--- config.mk ---
export PLATFORM = sky130hd
export DESIGN_NAME = cache_refill_ctrl
export DESIGN_NICKNAME = d
export VERILOG_FILES = /design/src/rtl/cache_pkg.sv /design/src/rtl/cache_refill_ctrl_line_buffer.sv /design/src/rtl/cache_refill_ctrl.sv
export SDC_FILE = /design/constraint.sdc
export NUM_CORES = 1
export LEC_CHECK = 0
export CAP_MARGIN = 30
export CORE_MARGIN = 3
export CORE_UTILIZATION = 43
export DETAILED_ROUTE_END_ITERATION = 10
export MAX_ROUTING_LAYER = met4
export PLACE_DENSITY = 0.73
export SETUP_SLACK_MARGIN = 0.4
export SLEW_MARGIN = 25
export SYNTH_ARGS = -nofsm -noshare
export SYNTH_HDL_FRONTEND = slang
export SYNTH_SLANG_ARGS = --single-unit
--- constraint.sdc ---
create_clock -name clk -period 11.9 [get_ports clk]
set_input_delay 2.975 -clock clk [delete_from_list [all_inputs] [get_ports clk]]
set_output_delay 2.975 -clock clk [all_outputs]
set_load 0.03 [all_outputs]
--- src/rtl/cache_pkg.sv ---
// Shared types and sizing for the data cache and its refill engine.
package cache_pkg;

    localparam int CACHE_DATA_W     = 32;
    localparam int CACHE_ADDR_W     = 30;
    localparam int CACHE_BLOCK_SIZE = 3;
    localparam int WORDS            = 2 ** CACHE_BLOCK_SIZE;
    localparam int LINE_W           = CACHE_DATA_W * WORDS;
    localparam int TAG_W            = CACHE_ADDR_W - CACHE_BLOCK_SIZE;

    typedef enum logic [1:0] {
        IDLE  = 2'd0,
        ISSUE = 2'd1,
        WAIT  = 2'd2,
        DONE  = 2'd3
    } refill_state_t;

endpackage

--- src/rtl/cache_refill_ctrl_line_buffer.sv ---
// Line assembly buffer: one register per word slot, cleared asynchronously,
// presented as a flat block-wide vector with word k at bits [k*DW +: DW].
module line_buffer #(
    parameter int DATA_WIDTH = 32,
    parameter int BLOCK_SIZE = 3
) (
    input  logic                                 clk,
    input  logic                                 rst,
    input  logic                                 wr_en,
    input  logic [BLOCK_SIZE-1:0]                wr_slot,
    input  logic [DATA_WIDTH-1:0]                wr_word,
    output logic [DATA_WIDTH*(2**BLOCK_SIZE)-1:0] line_out
);

    localparam int N_WORDS = 2 ** BLOCK_SIZE;

    logic [DATA_WIDTH-1:0] words_r [N_WORDS];

    // Slot storage; untouched slots keep the previous line's data
    always_ff @(posedge clk or posedge rst) begin
        if (rst) begin
            for (int k = 0; k < N_WORDS; k++) begin
                words_r[k] <= '0;
            end
        end else if (wr_en) begin
            words_r[wr_slot] <= wr_word;
        end
    end

    // Flatten slots into the block-wide line
    always_comb begin
        line_out = '0;
        for (int k = 0; k < N_WORDS; k++) begin
            line_out[k*DATA_WIDTH +: DATA_WIDTH] = words_r[k];
        end
    end

endmodule

--- src/rtl/cache_refill_ctrl.sv ---
// Cache line refill engine: fetches 2**BLOCK_SIZE words one at a time on a miss.
// Optional macro CRITICAL_WORD_FIRST_EN starts at the missed word and adds crit_valid/crit_word.
module cache_refill_ctrl import cache_pkg::*; #(
    parameter int DATA_WIDTH    = CACHE_DATA_W,
    parameter int ADDRESS_WIDTH = CACHE_ADDR_W,
    parameter int BLOCK_SIZE    = CACHE_BLOCK_SIZE
) (
    input  logic                                  clk,
    input  logic                                  rst,
    input  logic                                  miss_req,
    input  logic [ADDRESS_WIDTH-1:0]              miss_addr,
    output logic                                  mem_rd_en,
    output logic [ADDRESS_WIDTH-1:0]              mem_addr,
    input  logic [DATA_WIDTH-1:0]                 mem_rdata,
    input  logic                                  mem_rvalid,
    output logic [DATA_WIDTH*(2**BLOCK_SIZE)-1:0] line_out,
    output logic                                  line_valid,
    output logic                                  stall
`ifdef CRITICAL_WORD_FIRST_EN
    ,
    output logic                                  crit_valid,
    output logic [DATA_WIDTH-1:0]                 crit_word
`endif
);

    localparam int                  N_WORDS    = 2 ** BLOCK_SIZE;
    localparam int                  TAG_BITS   = ADDRESS_WIDTH - BLOCK_SIZE;
    localparam logic [BLOCK_SIZE:0] LAST_COUNT = (BLOCK_SIZE+1)'(N_WORDS - 1);
    localparam logic [BLOCK_SIZE:0] COUNT_ONE  = (BLOCK_SIZE+1)'(1);
    localparam logic [BLOCK_SIZE-1:0] OFFSET_ONE = BLOCK_SIZE'(1);

    refill_state_t           state_r, state_s;
    logic [TAG_BITS-1:0]     tag_r, tag_s;
    logic [BLOCK_SIZE-1:0]   offset_r, offset_s, start_offset_s;
    logic [BLOCK_SIZE:0]     count_r, count_s;
    logic                    wr_en_s;

`ifdef CRITICAL_WORD_FIRST_EN
    assign start_offset_s = miss_addr[BLOCK_SIZE-1:0];
`else
    assign start_offset_s = '0;
`endif

    assign wr_en_s = (state_r == WAIT) && mem_rvalid;

    // Next-state and refill bookkeeping; the tag is never incremented so reads stay inside the line
    always_comb begin
        state_s  = state_r;
        tag_s    = tag_r;
        offset_s = offset_r;
        count_s  = count_r;
        case (state_r)
            IDLE: begin
                if (miss_req) begin
                    state_s  = ISSUE;
                    tag_s    = miss_addr[ADDRESS_WIDTH-1:BLOCK_SIZE];
                    offset_s = start_offset_s;
                    count_s  = '0;
                end else begin
                    state_s  = IDLE;
                end
            end
            ISSUE: state_s = WAIT;
            WAIT: begin
                if (mem_rvalid) begin
                    count_s  = count_r + COUNT_ONE;
                    offset_s = offset_r + OFFSET_ONE;
                    if (count_r == LAST_COUNT) begin
                        state_s = DONE;
                    end else begin
                        state_s = ISSUE;
                    end
                end else begin
                    state_s = WAIT;
                end
            end
            DONE:    state_s = IDLE;
            default: state_s = IDLE;
        endcase
    end

    // FSM and refill position registers
    always_ff @(posedge clk or posedge rst) begin
        if (rst) begin
            state_r  <= IDLE;
            tag_r    <= '0;
            offset_r <= '0;
            count_r  <= '0;
        end else begin
            state_r  <= state_s;
            tag_r    <= tag_s;
            offset_r <= offset_s;
            count_r  <= count_s;
        end
    end

    // Outputs registered from the next state so they line up with the state they describe
    always_ff @(posedge clk or posedge rst) begin
        if (rst) begin
            mem_rd_en  <= 1'b0;
            mem_addr   <= '0;
            line_valid <= 1'b0;
            stall      <= 1'b0;
        end else begin
            mem_rd_en  <= (state_s == ISSUE);
            line_valid <= (state_s == DONE);
            stall      <= (state_s == ISSUE) || (state_s == WAIT);
            if (state_s == ISSUE) begin
                mem_addr <= {tag_s, offset_s};
            end
        end
    end

`ifdef CRITICAL_WORD_FIRST_EN
    // The first word returned is always the missed one
    always_ff @(posedge clk or posedge rst) begin
        if (rst) begin
            crit_valid <= 1'b0;
            crit_word  <= '0;
        end else begin
            crit_valid <= wr_en_s && (count_r == '0);
            if (wr_en_s && (count_r == '0)) begin
                crit_word <= mem_rdata;
            end
        end
    end
`endif

    line_buffer #(
        .DATA_WIDTH (DATA_WIDTH),
        .BLOCK_SIZE (BLOCK_SIZE)
    ) u_line_buffer (
        .clk      (clk),
        .rst      (rst),
        .wr_en    (wr_en_s),
        .wr_slot  (offset_r),
        .wr_word  (mem_rdata),
        .line_out (line_out)
    );

endmodule

==> impl_summary.md, run 1 <==
Critical path
The worst setup path is launched from an input pin. The slowest stage cell on the critical path is clkdlybuf4s50_1. The highest cell delay on the worst timing path is between 0.7 and 0.8 ns.

Data arrives at the worst endpoint at around 5.5 ns. Counting both buffers and inverters, the worst setup path holds a total of 2. The signal on the critical path passes through clkdlybuf4s50_1 -> and4bb_4 -> and3_2 -> buf_4 -> mux2_2. The worst setup path is captured at a register. The start-to-end type of the worst setup path is input pin to register. The critical path startpoint is mem_rvalid. The kind of cell adding the most delay to the critical path is buffers and inverters.

In this run the worst path has a maximum fanout of 18. Data on the critical path is required at its endpoint by 12.28 ns. The worst reg2reg path startpoint is state_r[1]$_DFF_PP0_.

Timing
The headroom to the max-slew limit is 43.32%. At the pin with the least slew margin, the transition time is 0.8502 ns. The worst clock skew is 0.008827 ns. The number of slew-limit violations in the final report is 0. Derived from the worst setup path, the maximum achievable clock frequency is 195.1 MHz. Across all setup checks in the final design, the least slack found is 6.774 ns.

The total count of hold-check failures in the final report came to 0. In the final timing run, aggregate negative setup slack is 0 ns. The setup violation total in the final timing report is 0. Setup repair after global routing left no endpoint under its margin. The minimum clock period after layout is between 5 and 6 ns. The post-route clock period utilization is between 40% and 50%.

Run
Across the run, the number of max-cap violations was 0.

CTS
The total clock sinks is 325. Clock-pin slew was measured on the worst setup and hold paths at 0.06 ns. The post-CTS resize count is 0. CTS built an H-tree with a depth of 2. In this run the deepest clock path goes through 3 buffers. The worst-skew pair later-pin latency is 0.50 ns. The cts-stage hold buffer count is 0. Post-CTS timing repair inserted 0 buffers for setup.

The buffer type at the clock tree root is clkbuf_16. Clock tree synthesis inserted a total of 35 buffers. The clock tree from TritonCTS is built.

Detailed routing
The count of nets left with antenna violations once routing finished came out at 0. The count of vias placed by the detailed router is 7494. Dividing the detail-routed via count by the number of cells gives 4.993. The detailed-route wire length is 31500 µm. The DRC violation count after routing is 0. The detail-routed net length per standard cell is 20.99 µm. After the first detailed-routing iteration, the DRC count stood at 284. The first TritonRoute pass finished after 4 iterations.

Power
The maximum ir drop on the vdd rail is 0.0001867 V. The power density normalized to cell area is 249.3 mW/mm². The clock network fraction of design power is 24.3%. The proportion of power drawn by combinational gates is about two fifths.

Sequential cells burn 36.8% of the power. For this design the static power due to leakage is approximately 8.0 nW. The internal portion of the total power is 2.861 mW. The net switching power of the design is about 1.5 mW. The switching portion of total power is roughly 35%.

Layout
The net count of the finished layout is 1170. The final core utilization is 62.44%. The antenna cell count is 0. In the final layout, flip-flops and latches occupy just over 0.008 mm². Counting the fill cells in the layout gives roughly 2200.

In the final layout, the share of cells above drive strength 1 is 34.37%. The signed area change from the synthesized netlist to the final layout is 41.39%. The multi-input combinational cells in the finished layout cover a total of 0.004060 mm².

Once layout is complete, the cells apart from fillers number ~1500.

Global routing
The total congestion overflow after global routing is 0. Global routing consumed, over all layers together, 20.78% of the routing resources. The via count of the first global-routing pass is 8077. Entering global routing, the biggest net connects 182 pins.

The initial antenna violation count was 0. The global-route wire length before repair is 48530 µm.

Floorplan
Measured along the y axis, the die boundary spans 175.8 µm. For this design the top-level I/O count stands at between 300 and 400. The initial utilization of the core area, before any placement, comes to 44.16%. In this run the horizontal extent of the chip is 175.8 µm. After floorplanning, the core was divided into 61 placement rows. The region available for standard cell placement spans 0.02809 mm².

The die covers 0.03092 mm².

Place
The worst setup slack before clock tree synthesis is 6.218 ns. Once placement completed, the tool counted placed cells totaling around 1400. The routability-driven placement congestion ratio is 0.7696. The half-perimeter wire length of the detailed placement result is 21540 µm. The count of buffers added on input and output ports is approximately 350.

Synthesis
After technology mapping, the gate count stands at 731. The number of library cell types mapped by synthesis is 39. Counting instances in the post-synthesis netlist gives the leading cell types as dfrtp_1, mux2_2, mux2_4. The cell type contributing the most total cell area after synthesis is dfrtp_1.

The synthesized netlist net count is around 800. The share of synthesized area occupied by flip-flops and latches is 65.56%. By area the synthesized netlist is led by dfrtp_1, mux2_2, mux2_4, buf_2, buf_4. The most used flip-flop cell after synthesis is dfrtp_1.

The per-instance average area after synthesis is approximately 17 µm². For this run, the number of Yosys warnings is 0. The post-synthesis register bit count is between 300 and 400. The fraction of synthesis flops using an asynchronous set or reset pin is 100.0%. The total standard cell area after synthesis is about 0.012 mm². Counting flops with a built-in enable in the synthesized netlist gives 0. The most frequent cell after synthesis is dfrtp_1. After synthesis, the largest area contributor takes up between 60% and 70% of total cell area.

Outcome
The run finished with clean final reports.

Worst hold path
The path class of the lowest-slack min-delay path is register to register. The startpoint of the worst hold path is count_r[3]$_DFFE_PP0P_.
area by class of cell:
cell class,instances,share of cell area [%]
Tap cell,378,2.697
Clock buffer,53,6.078
Inverter,4,0.1070
Timing Repair Buffer,368,21.17
Sequential cell,325,46.37
Clock inverter,8,0.4209
Multi-Input combinational cell,365,23.15
cells by family (layout without fill, tap and decap cells):
logic type,count (synthesis),after routing,share of synthesized area [%]
muxes,313,313,29.30
adders and majority gates,5,5,0.5043
DFF,325,325,65.56
and+or+nand+nor,32,32,1.866
buffers and inverters,41,433,1.926
AOI/OAI and AO/OA,15,15,0.8374
flip-flops by register name, summed over array words and instances, names as in the netlist:
register / cells
line_valid: 1
state_r: 2
count_r: 4
mem_rd_en: 1
offset_r: 3
mem_addr: 30
tag_r: 27
u_line_buffer.line_out: 256
stall: 1
cell usage in the layout (no fill, tap or decap), drive strengths merged, types with 2 or more instances in the layout:
cell | Yosys | layout
clkdlybuf4s50 | 0 | 351
dfrtp | 325 | 325
mux2 | 311 | 311
clkbuf | 3 | 53
buf | 34 | 17
nand2 | 7 | 7
ha | 5 | 5
clkinv | 0 | 5
nor2 | 5 | 5
a21oi | 4 | 4
inv | 4 | 4
nand3b | 3 | 3
nor3b | 3 | 3
nor2b | 2 | 2
nand2b | 2 | 2
a22o | 2 | 2
o21ai | 2 | 2
nand3 | 2 | 2
mux2i | 2 | 2
clkinvlp | 0 | 2
nand4b | 2 | 2
worst register-to-register path, cell delays in order (launching register included):
cell,delay (ns)
dfrtp_1,0.62
and4bb_4,0.35
and3_2,0.60
buf_4,0.48
mux2_2,0.38
power groups by stage:
stage | registers, mW | logic [mW] | clock network (mW)
after global placement | 1.61 | 1.69 | 0
after floorplan | 2.14 | 0.456 | 0
final | 1.61 | 1.70 | 1.06
after CTS | 1.61 | 1.72 | 1.09
after global routing | 1.65 | 1.79 | 1.14
after detailed placement | 1.63 | 1.72 | 0
layer usage:
layer / vias to the layer above / part of all wire [%] / routed length [µm] / GRT usage, %
li1: 3341 / - / - / -
met2: 271 / 47 / 14850 / 32.74
met3: 51 / 8.6 / 2709 / 6.788
met5: - / 0 / 0 / -
met4: 0 / 2.5 / 801 / 5.444
met1: 3831 / 42 / 13140 / 26.12
final timing paths:
kind | end | slack, ns | depth (start not counted)
setup / recovery | u_line_buffer.line_out[222]$_DFFE_PP0P_ | 6.77 | 5
hold / removal | count_r[3]$_DFFE_PP0P_ | 0.47 | 1
setup reg to reg | u_line_buffer.line_out[222]$_DFFE_PP0P_ | 9.35 | 4
hold reg to reg | count_r[3]$_DFFE_PP0P_ | 0.47 | 1
max in group asynchronous | u_line_buffer.line_out[138]$_DFFE_PP0P_ | 7.62 | 4
min in group asynchronous | u_line_buffer.line_out[62]$_DFFE_PP0P_ | 2.97 | 3
through the flow:
step	cell area [µm²]	hold slack (ns)	power, mW
2_1_floorplan	12410	0.4373	2.600
3_3_place_gp	16300	0.4617	3.304
3_5_place_dp	16370	0.4704	3.341
4_1_cts	17510	0.4785	4.426
5_1_grt	17540	0.5012	4.577
6_report	17540	0.4737	4.372
No activity file was read; power rests on OpenSTA's default activity.
==> run 2, diff against run 1 <==
==> constraint.sdc (replaced) <==
create_clock -name clk -period 4.2 [get_ports clk]
set_input_delay 1.05 -clock clk [delete_from_list [all_inputs] [get_ports clk]]
set_output_delay 1.05 -clock clk [all_outputs]
set_load 0.03 [all_outputs]
==> impl_summary.md, run 2 (synthesis gave the netlist of run 1 again) <==
Timing
Subtracting the final worst setup slack from the clock period gives 2.998 ns. The sum of negative setup slack is 0 ns (unchanged). The worst clock skew is 0.009465 ns (+0.0006383 ns). The number of slew-limit violations in the final report is 0 (unchanged). Derived from the worst setup path, the maximum achievable clock frequency is 333.5 MHz. The worst hold slack across all endpoints is 0.4812 ns (+0.007533 ns). The total count of hold-check failures in the final report is 0 (unchanged). The post-route clock period utilization is between 70% and 80%. The setup violation total in the final timing report is 0 (unchanged). Setup repair after global routing left no endpoint under its margin.

The headroom to the max-slew limit is 56.26% (+13 points). The slew at the pin closest to its max-slew limit was 0.6538 ns (-0.1964 ns).

CTS
The buffer type at the clock tree root is clkbuf_16. The cts-stage hold buffer count was 0 (unchanged). The number of H-tree branching levels is 2 (unchanged). The total clock sinks is 325 (unchanged).

The worst-skew pair later-pin latency came to 0.50 ns (about the same). The register clock-pin slew on the reported worst setup and hold paths is 0.06 ns (about the same). TritonCTS built the clock tree. The post-CTS resize count is 0 (unchanged). The post-CTS setup buffer count is 0 (unchanged). The maximum buffer depth of the clock tree is 3 (unchanged). The number of buffers created by CTS is 35 (unchanged).

Place
The count of port buffers added during placement is 351 (unchanged). The routability-driven placement congestion ratio is 0.7816 (+1.6%). The half-perimeter wire length of the detailed placement result is 22010 µm (+2.2%).

Global routing
The total congestion overflow after global routing is 0 (unchanged). The pin count of the biggest net entering global routing is 94 (-48%). The initial antenna violation count was 0 (unchanged). The via count of the first global-routing pass was 8163 (+1.1%).

The global routing usage summed across all routing layers was 20.95% (+0.17 points). The global-route wire length before repair is 49000 µm (+0.98%).

Floorplan
The core box area is 0.02809 mm² (unchanged). The area of the die is 0.03092 mm² (unchanged). The initial standard-cell utilization of the core is 44.16% (unchanged). The row count is 61 (unchanged). The width of the die is 175.8 µm (unchanged). The height of the die is 175.8 µm (unchanged). The top-level port count is 355 (unchanged).

Run
The max-capacitance violation count is 0 (unchanged).

Detailed routing
The number of nets with antenna violations after detailed routing came to 0 (unchanged). The DRC violation count after routing is 0 (unchanged). The first-pass detailed-route iteration total was 4 (unchanged). The highest routed metal layer is met4. The detail-routed net length per standard cell is 21.14 µm (+0.74%). The met2 routed wirelength is 15330 µm (+3.2%).

The iteration-0 DRC count of the detailed router is 277 (-2.5%). The met3 wire length is 2702 µm (-0.26%). The sum of routed wire segments on met1 is 13330 µm (+1.5%). The count of vias placed by the detailed router is 7577 (+1.1%).

The detailed-route wire length came to 31900 µm (+1.3%). The mean number of vias per cell came to 5.021 (+0.57%).

Outcome
The run finished with clean final reports.

Power
The maximum ir drop on the vdd rail is 0.0005149 V (+180%). The leakage power figure came to 8.054 nW (+0.51%). The power density normalized to cell area is 708.3 mW/mm² (+180%).

Critical path
The arrival time of the worst setup path is 3.38 ns (-2.12 ns). The critical path is of the input pin to register type. The maximum net fanout on the critical path is 33 (+15).

The nature of the critical path startpoint is an input pin. The required time of the critical path came to 4.58 ns (-7.70 ns). STA classifies the critical path endpoint as a register.

Layout
The number of flip-flops in the largest register was 256 (unchanged). The antenna cell count came to 0 (unchanged). The share of post-route cells with drive strength above 1 was 34.66% (+0.29 points). The final-stage net count came to 1177 (+0.60%). The final core utilization was 62.75% (+0.31 points). Leaving out fill and tap cells, the most frequent cells in the layout are clkdlybuf4s50_1, dfrtp_1, mux2_2. Leaving out fill and tap cells, the most frequent cell in the layout is clkdlybuf4s50_1.

The signed area change from the synthesized netlist to the final layout is 42.08%.

Worst hold path
The worst hold path belongs to the class register to register.
[run 2: cell count changes in the layout (fill, tap and decap cells not counted)]
cell / delta
buf_16: -2
bufinv_16: +1
buf_12: +5
clkbuf_1: +2
buf_4: +6
buf_6: -2
inv_8: -1
clkinvlp_4: -1
[run 2: area by class of cell]
type / instances / area, µm²
timing repair buffer: 375 / 3781
multi-input combinational: 365 / 4060
sequential: 325 / 8133
tap: 378 / 473.0
fill: 2153 / 10460
clock buffer: 55 / 1074
inverter: 4 / 18.77
clock inverter: 7 / 85.08
[run 2: per-layer routing]
layer / vias up / track usage [%]
met5: - / -
met2: 266 / 33.73
li1: 3353 / -
met3: 39 / 6.572
met4: 0 / 4.157
met1: 3919 / 26.46
[run 2: stage by stage]
stage               power, mW  instance area (µm²)  setup WS [ns]  cells
finish                  12.48                17620          1.202   1509
global route            13.05                17620          1.015   1509
CTS                     12.63                17620          1.176   1509
detailed placement      9.506                16470         0.6463   1447
global placement        9.389                16470         0.7621   1447
floorplan               7.368                12410         -1.187    731
[run 2: worst max-delay path, stage by stage]
cell             delay, ns
clkdlybuf4s50_1       0.72
mux2i_1               0.18
nor2_1                0.38
ha_1                  0.23
buf_4                 0.38
nor2b_1               0.10
a311o_1               0.33
[run 2: path summary, 6_finish.rpt]
kind | from | endpoint | slack, ns | depth (start not counted)
max | mem_rvalid | mem_addr[1]$_DFFE_PP0N_ | 1.20 | 7
min | count_r[3]$_DFFE_PP0P_ | count_r[3]$_DFFE_PP0P_ | 0.48 | 1
max reg2reg | state_r[1]$_DFF_PP0_ | mem_addr[1]$_DFFE_PP0N_ | 1.83 | 6
min reg2reg | count_r[3]$_DFFE_PP0P_ | count_r[3]$_DFFE_PP0P_ | 0.48 | 1
max in group asynchronous | rst | tag_r[18]$_DFF_PP0_ | 2.33 | 4
min in group asynchronous | rst | u_line_buffer.line_out[182]$_DFFE_PP0P_ | 0.95 | 2
[run 2: power breakdown]
group          internal [mW]  leakage [nW]  switching (mW)  total (mW)
sequential              4.07          4.27           0.499        4.57
clock                   1.87         0.573            1.20        3.07
combinational           2.22          3.21            2.62        4.84
total                   8.17          8.05            4.32        12.5
